**config.mk**
```make
export PLATFORM = sky130hd
export DESIGN_NAME = piso_serializer_flat
export DESIGN_NICKNAME = d
export VERILOG_FILES = /design/src/rtl/piso_serializer_pkg.sv /design/src/rtl/piso_serializer_if.sv /design/src/rtl/piso_hold_buf.sv /design/src/rtl/piso_serializer.sv /design/src/flat_wrapper.sv
export SDC_FILE = /design/constraint.sdc
export NUM_CORES = 1
export LEC_CHECK = 0
export ABC_CLOCK_PERIOD_IN_PS = 1400
export BUFFER_PORTS_ARGS = -buffer_cell sky130_fd_sc_hd__buf_2
export CORE_ASPECT_RATIO = 0.7
export CORE_MARGIN = 2
export CORE_UTILIZATION = 40
export DETAILED_ROUTE_END_ITERATION = 10
export PLACE_DENSITY_LB_ADDON = 0.1
export SYNTH_ARGS = -nofsm -noshare
export SYNTH_HDL_FRONTEND = slang
export SYNTH_SLANG_ARGS = --single-unit
```
**constraint.sdc**
```tcl
create_clock -name clk -period 1.4 [get_ports clk]
set_input_delay 0.07 -clock clk [delete_from_list [all_inputs] [get_ports clk]]
set_output_delay 0.07 -clock clk [all_outputs]
set_load 0.01 [all_outputs]
```
**src/rtl/piso_serializer_pkg.sv**
```systemverilog
// Shared definitions for the parametrised PISO serializer: bit-order selectors
// and the shifter FSM state encoding.
package piso_serializer_pkg;

    localparam int BIT_ORDER_LSB = 0;
    localparam int BIT_ORDER_MSB = 1;

    typedef enum logic {
        ST_IDLE  = 1'b0,
        ST_SHIFT = 1'b1
    } state_e;

endpackage : piso_serializer_pkg

```
**src/rtl/piso_serializer_if.sv**
```systemverilog
// Word-side handshake plus serial-side outputs of the PISO serializer.
// The master modport is the word producer / serial consumer; the slave is the serializer.
interface piso_serializer_if #(
    parameter int WIDTH = 4
) ();
    import piso_serializer_pkg::*;

    logic [WIDTH-1:0] in_data;
    logic             in_valid;
    logic             in_ready;
    logic             ser_out;
    logic             ser_valid;
    logic             ser_first;
    logic             ser_last;
    logic             piso_done;
    logic             busy;

    modport master (
        output in_data,
        output in_valid,
        input  in_ready,
        input  ser_out,
        input  ser_valid,
        input  ser_first,
        input  ser_last,
        input  piso_done,
        input  busy
    );

    modport slave (
        input  in_data,
        input  in_valid,
        output in_ready,
        output ser_out,
        output ser_valid,
        output ser_first,
        output ser_last,
        output piso_done,
        output busy
    );

endinterface : piso_serializer_if

```
**src/rtl/piso_hold_buf.sv**
```systemverilog
// One-entry holding register that parks a word while the shifter is busy.
// load_i fills the entry, take_i empties it; the owner never asserts both at once.
module piso_hold_buf
    import piso_serializer_pkg::*;
#(
    parameter int WIDTH = 4
) (
    input  logic             clk,
    input  logic             rst,
    input  logic [WIDTH-1:0] data_i,
    input  logic             load_i,
    input  logic             take_i,
    output logic [WIDTH-1:0] data_o,
    output logic             full_o
);

    logic [WIDTH-1:0] data_q;
    logic             full_q;

    always_ff @(posedge clk or posedge rst) begin
        if (rst) begin
            data_q <= '0;
            full_q <= 1'b0;
        end else if (load_i) begin
            data_q <= data_i;
            full_q <= 1'b1;
        end else if (take_i) begin
            full_q <= 1'b0;
        end
    end

    assign data_o = data_q;
    assign full_o = full_q;

endmodule : piso_hold_buf

```
**src/rtl/piso_serializer.sv**
```systemverilog
// Parallel-in/serial-out shifter: accepts WIDTH-bit words on valid/ready and emits
// one registered bit per clock, with a one-word hold buffer for gap-free streaming.
module piso_serializer
    import piso_serializer_pkg::*;
#(
    parameter int WIDTH      = 4,
    parameter int MSB_FIRST  = BIT_ORDER_LSB,
    parameter bit IDLE_LEVEL = 1'b0
) (
    input  logic               clk,
    input  logic               rst,
    piso_serializer_if.slave   bus
);

    localparam int             CW       = $clog2(WIDTH);
    localparam logic [CW-1:0]  CNT_LAST = CW'(WIDTH - 1);

    state_e           state_q;
    logic [WIDTH-1:0] shreg_q;
    logic [CW-1:0]    count_q;
    logic [CW-1:0]    count_d;
    logic             ser_out_q;
    logic             ser_valid_q;
    logic             ser_first_q;
    logic             ser_last_q;
    logic             done_q;

    logic [WIDTH-1:0] hold_data;
    logic             hold_full;
    logic             transfer;
    logic             last_bit;
    logic             shifter_free;
    logic             load_shift;
    logic             load_hold;
    logic             take_hold;
    logic             next_bit;
    logic [WIDTH-1:0] shreg_shifted;

    // Bit selection and shift direction are fixed at elaboration.
    generate
        if (MSB_FIRST == BIT_ORDER_MSB) begin : g_msb_first
            assign next_bit      = shreg_q[WIDTH-1];
            assign shreg_shifted = {shreg_q[WIDTH-2:0], 1'b0};
        end else begin : g_lsb_first
            assign next_bit      = shreg_q[0];
            assign shreg_shifted = {1'b0, shreg_q[WIDTH-1:1]};
        end
    endgenerate

    assign count_d      = count_q + 1'b1;
    assign transfer     = bus.in_valid & ~hold_full;
    assign last_bit     = (state_q == ST_SHIFT) && (count_q == CNT_LAST);
    // A shifter emitting its last bit this edge can take a new word with no bubble.
    assign shifter_free = (state_q == ST_IDLE) || last_bit;
    assign load_shift   = transfer & shifter_free;
    assign load_hold    = transfer & ~shifter_free;
    assign take_hold    = last_bit & hold_full;

    piso_hold_buf #(
        .WIDTH (WIDTH)
    ) u_hold (
        .clk    (clk),
        .rst    (rst),
        .data_i (bus.in_data),
        .load_i (load_hold),
        .take_i (take_hold),
        .data_o (hold_data),
        .full_o (hold_full)
    );

    always_ff @(posedge clk or posedge rst) begin
        if (rst) begin
            state_q     <= ST_IDLE;
            shreg_q     <= '0;
            count_q     <= '0;
            ser_out_q   <= IDLE_LEVEL;
            ser_valid_q <= 1'b0;
            ser_first_q <= 1'b0;
            ser_last_q  <= 1'b0;
            done_q      <= 1'b0;
        end else begin
            ser_out_q   <= IDLE_LEVEL;
            ser_valid_q <= 1'b0;
            ser_first_q <= 1'b0;
            ser_last_q  <= 1'b0;
            done_q      <= 1'b0;
            case (state_q)
                ST_IDLE: begin
                    if (load_shift) begin
                        state_q <= ST_SHIFT;
                        shreg_q <= bus.in_data;
                        count_q <= '0;
                    end
                end
                ST_SHIFT: begin
                    ser_out_q   <= next_bit;
                    ser_valid_q <= 1'b1;
                    ser_first_q <= (count_q == '0);
                    shreg_q     <= shreg_shifted;
                    count_q     <= count_d;
                    if (last_bit) begin
                        ser_last_q <= 1'b1;
                        done_q     <= 1'b1;
                        count_q    <= '0;
                        // Hold word has priority; it was accepted earlier than any new one.
                        if (hold_full) begin
                            shreg_q <= hold_data;
                        end else if (load_shift) begin
                            shreg_q <= bus.in_data;
                        end else begin
                            state_q <= ST_IDLE;
                        end
                    end
                end
                default: state_q <= ST_IDLE;
            endcase
        end
    end

    assign bus.in_ready  = ~hold_full;
    assign bus.ser_out   = ser_out_q;
    assign bus.ser_valid = ser_valid_q;
    assign bus.ser_first = ser_first_q;
    assign bus.ser_last  = ser_last_q;
    assign bus.piso_done = done_q;
    assign bus.busy      = (state_q == ST_SHIFT) | hold_full;

endmodule : piso_serializer

```
**src/flat_wrapper.sv**
```systemverilog
// flat-port wrapper written by rule: the top's interface ports become plain ports
module piso_serializer_flat import piso_serializer_pkg::*;
#(
    parameter int WIDTH      = 4,
    parameter int MSB_FIRST  = BIT_ORDER_LSB,
    parameter bit IDLE_LEVEL = 1'b0
)
  (clk, rst, bus_in_data, bus_in_valid, bus_in_ready, bus_ser_out, bus_ser_valid, bus_ser_first, bus_ser_last, bus_piso_done, bus_busy);
  piso_serializer_if #(.WIDTH(WIDTH)) bus_i ();
  input  logic clk;
  input  logic rst;
  input wire logic [$bits(bus_i.in_data)-1:0] bus_in_data;
  input wire logic [$bits(bus_i.in_valid)-1:0] bus_in_valid;
  output wire logic [$bits(bus_i.in_ready)-1:0] bus_in_ready;
  output wire logic [$bits(bus_i.ser_out)-1:0] bus_ser_out;
  output wire logic [$bits(bus_i.ser_valid)-1:0] bus_ser_valid;
  output wire logic [$bits(bus_i.ser_first)-1:0] bus_ser_first;
  output wire logic [$bits(bus_i.ser_last)-1:0] bus_ser_last;
  output wire logic [$bits(bus_i.piso_done)-1:0] bus_piso_done;
  output wire logic [$bits(bus_i.busy)-1:0] bus_busy;
  assign bus_i.in_data = bus_in_data;
  assign bus_i.in_valid = bus_in_valid;
  assign bus_in_ready = bus_i.in_ready;
  assign bus_ser_out = bus_i.ser_out;
  assign bus_ser_valid = bus_i.ser_valid;
  assign bus_ser_first = bus_i.ser_first;
  assign bus_ser_last = bus_i.ser_last;
  assign bus_piso_done = bus_i.piso_done;
  assign bus_busy = bus_i.busy;
  piso_serializer #(.WIDTH(WIDTH), .MSB_FIRST(MSB_FIRST), .IDLE_LEVEL(IDLE_LEVEL)) u_core (.clk(clk), .rst(rst), .bus(bus_i));
endmodule
```
==> metrics.yaml <==
power:
  powerDensity_nw_per_um2: 2127
  pwr-share-comb: 0.494
  p_sw_uw: 754.9
  leakage_uw: 0.0004663
  pwr-share-seq: 0.390
  ir_worst_vdd_v: 0.001023
  switching_share: 0.3747
  p_int_uw: 1260
  p_total_uw: 2015
  clockPowerShare: 0.116
run_status:
  status: "finished clean"
critical_path:
  worstSetupStartpointType: "flop"
  crit_fanout: 9
  crit_required_ps: 1570
  reg2reg_from: "u_core.count_q[0]"
  slowest_stage: "dfrtp_1"
  crit_path_max_incr_delay_ps: 380
  critPathKind: "flop to flop"
  end_kind: "flop"
  r2r_slack_ps: 50
  worstSetupStartpoint: "u_core.count_q[0]"
  crit_arrival_ps: 1520
  reg2regPathDepth: 4
  cp_top_family: "flip-flops"
  path_buf_inv: 0
  cp_cell_sequence: "ha_2, nand2b_4, nor2_4, mux2_2"
  worst_r2r_endpoint: "u_core.u_hold.data_o[2]"
final_layout:
  diodes: 0
  instances_no_fill: 116
  drive_gt1_frac: 0.3404
  fill_cells: 171
  nets: 105
  regArea_um2: 401.6
  stdcell_area_um2: 947.2
  syn2layout_area_growth_pct: 17.73
  multi_input_area_um2: 341.6
synthesis:
  synth_common_cells: "dfrtp_1, inv_1, o21ai_0, nand2_1, o22ai_1"
  synthTopCellsByArea: "dfrtp_1, mux2_2, inv_1"
  syn_inst: 77
  synth_edf_count: 0
  yosysSeqAreaShare: 0.4977
  yosysTopAreaCellShare: 0.4977
  async_flop_share: 1.000
  yosysWarnings: 0
  dominantRegCellSynth: "dfrtp_1"
  synth_fp_nets: 86
  synth.most_common_cell: "dfrtp_1"
  ys_seq_elements: 16
  synth_area_per_cell_um2: 10.45
  synth_cell_type_count: 22
  syn-cell-area_um2: 804.5
  synth_top_area_cell: "dfrtp_1"
die:
  fp.dieArea_um2: 2392
  io_pins: 14
  fp.coreArea_um2: 1871
  die_h_um: 41.52
  row_count: 13
  die_w_um: 57.61
  start_util: 0.4301
global_routing:
  antenna_found_initial: 0
  grt-ovfl-total: 0
  grt_usage: 0.1454
  grt_pass1_wl_mm: 2.635
  grt_pass1_vias: 580
  grt_max_degree: 17
timing:
  fin_ws_ps: 48.94
  grt_setup_unrepaired: "yes"
  setup_viol_count_final: 0
  min_period_over_period: 0.9650
  finalHoldViolCount: 0
  slew_headroom: 0.6020
  fmax_ghz: 0.7402
  finalClockSkew_ps: 4.714
  drv_slew: 0
  post-route-min-period_ps: 1351
  tightest_slew_ps: 596.4
routing:
  drcViolationCount: 0
  vias: 632
  wl_per_cell_um: 13.41
  drtIter0Drc: 14
  viasPerCell: 5.448
  firstDrtPassIters: 4
  ant_nets: 0
  routed_wirelength_mm: 1.556
placement:
  gp_congestion: 0.7739
  io_buffers: 13
  placed_cells: 111
  hpwl_mm: 1.172
  postPlaceCellArea_um2: 905.9
  place_ws_ps: 47.25
min_path:
  min_path_type: "input pin to flop"
  worstHoldEndpoint: "u_core.u_hold.data_o[3]"
  holdPathStages: 2
  hold_start: "bus_in_data[3]"
clock_network:
  clock_latency_ps: 280
  cts_tree: "built"
  cts_buffer_depth: 2
  clkSinkCount: 16
  clkTransAtPathRegs_ps: 80
  ctsRootBufferMaster: "clkbuf_4"
  numCtsBuffers: 3
  htree_levels: 1
run:
  maxCapViolCount: 0
power groups by stage:
stage	clock, uW	sequential [uW]	combinational (uW)
6_report	234	785	996
4_1_cts	241	787	1000
3_3_place_gp	0	809	952
2_1_floorplan	0	802	726
5_1_grt	266	812	1110
3_5_place_dp	0	812	959
state kept, by name, indices dropped and copies added (netlist names):
signal                cells
u_core.shreg_q            4
u_core.bus.ser_out        1
u_core.count_q            2
u_core.u_hold.data_o      4
u_core.bus.ser_valid      1
u_core.u_hold.full_o      1
u_core.state_q            1
u_core.bus.ser_last       1
u_core.bus.ser_first      1
per-stage QoR:
step                utilization  setup TNS (ps)  hold slack (ps)
detailed placement       0.4843               0            171.0
floorplan                     -          -7.472           -16.26
global placement         0.4843               0            170.6
global route             0.5064          -60.00            33.09
finish                   0.5064               0            41.88
CTS                      0.5064               0            34.63
how the worst max path moves through the flow:
stage	slack, ps	cells after the start	endpoint
final	50	4	u_core.u_hold.data_o[2]
after global routing	-20	4	u_core.u_hold.data_o[3]
after CTS	40	4	u_core.u_hold.data_o[2]
after detailed placement	50	4	u_core.u_hold.data_o[2]
after global placement	70	4	u_core.u_hold.data_o[3]
after floorplan	-2	5	u_core.u_hold.data_o[0]
cells by family (layout without fill, tap and decap cells):
| group | Yosys count | in the layout | share of synthesized area |
|---|---|---|---|
| AND/OR/NAND/NOR | 15 | 15 | 0.1104 |
| multiplexers | 7 | 7 | 0.09331 |
| flip-flops | 16 | 16 | 0.4977 |
| adder cells (fa/ha/maj) | 2 | 2 | 0.03110 |
| AO/OA/AOI/OAI | 22 | 22 | 0.1773 |
| buffers and inverters | 15 | 32 | 0.09020 |
placed cells by master, fill, tap and decap left out, types with 2 or more instances in the layout:
cell      instances
clkbuf_4          3
buf_4             6
a311oi_1          3
dfrtp_1          15
a221oi_1          2
mux2i_1           3
nand2_1           5
mux2_2            4
inv_1             9
a21boi_1          3
o22ai_1           5
buf_2            13
and2_1            3
nand2b_4          2
o21ai_0           6
o21ai_1           3
nor2_1            2
per-layer routing:
metal,part of all wire,track usage
met5,0,0
met4,0.0058,0.02791
met3,0.059,0.06231
met2,0.46,0.2159
met1,0.47,0.1992
layout make-up:
cell class / count / area share
sequential: 16 / 0.4240
multi-input combinational: 46 / 0.3606
inverter: 9 / 0.03567
tap: 22 / 0.02906
timing repair buffer: 20 / 0.1268
clock buffer: 3 / 0.02378
what timing repair did:
action | 4_1_cts | 5_1_grt
buffers inserted | 1 | 0
hold endpoints to repair | 16 | 0
hold buffers | 1 | 0
endpoints found under the setup margin | 1 | 5
gates resized for setup | 1 | 1
(Power assumes the default switching activity.)
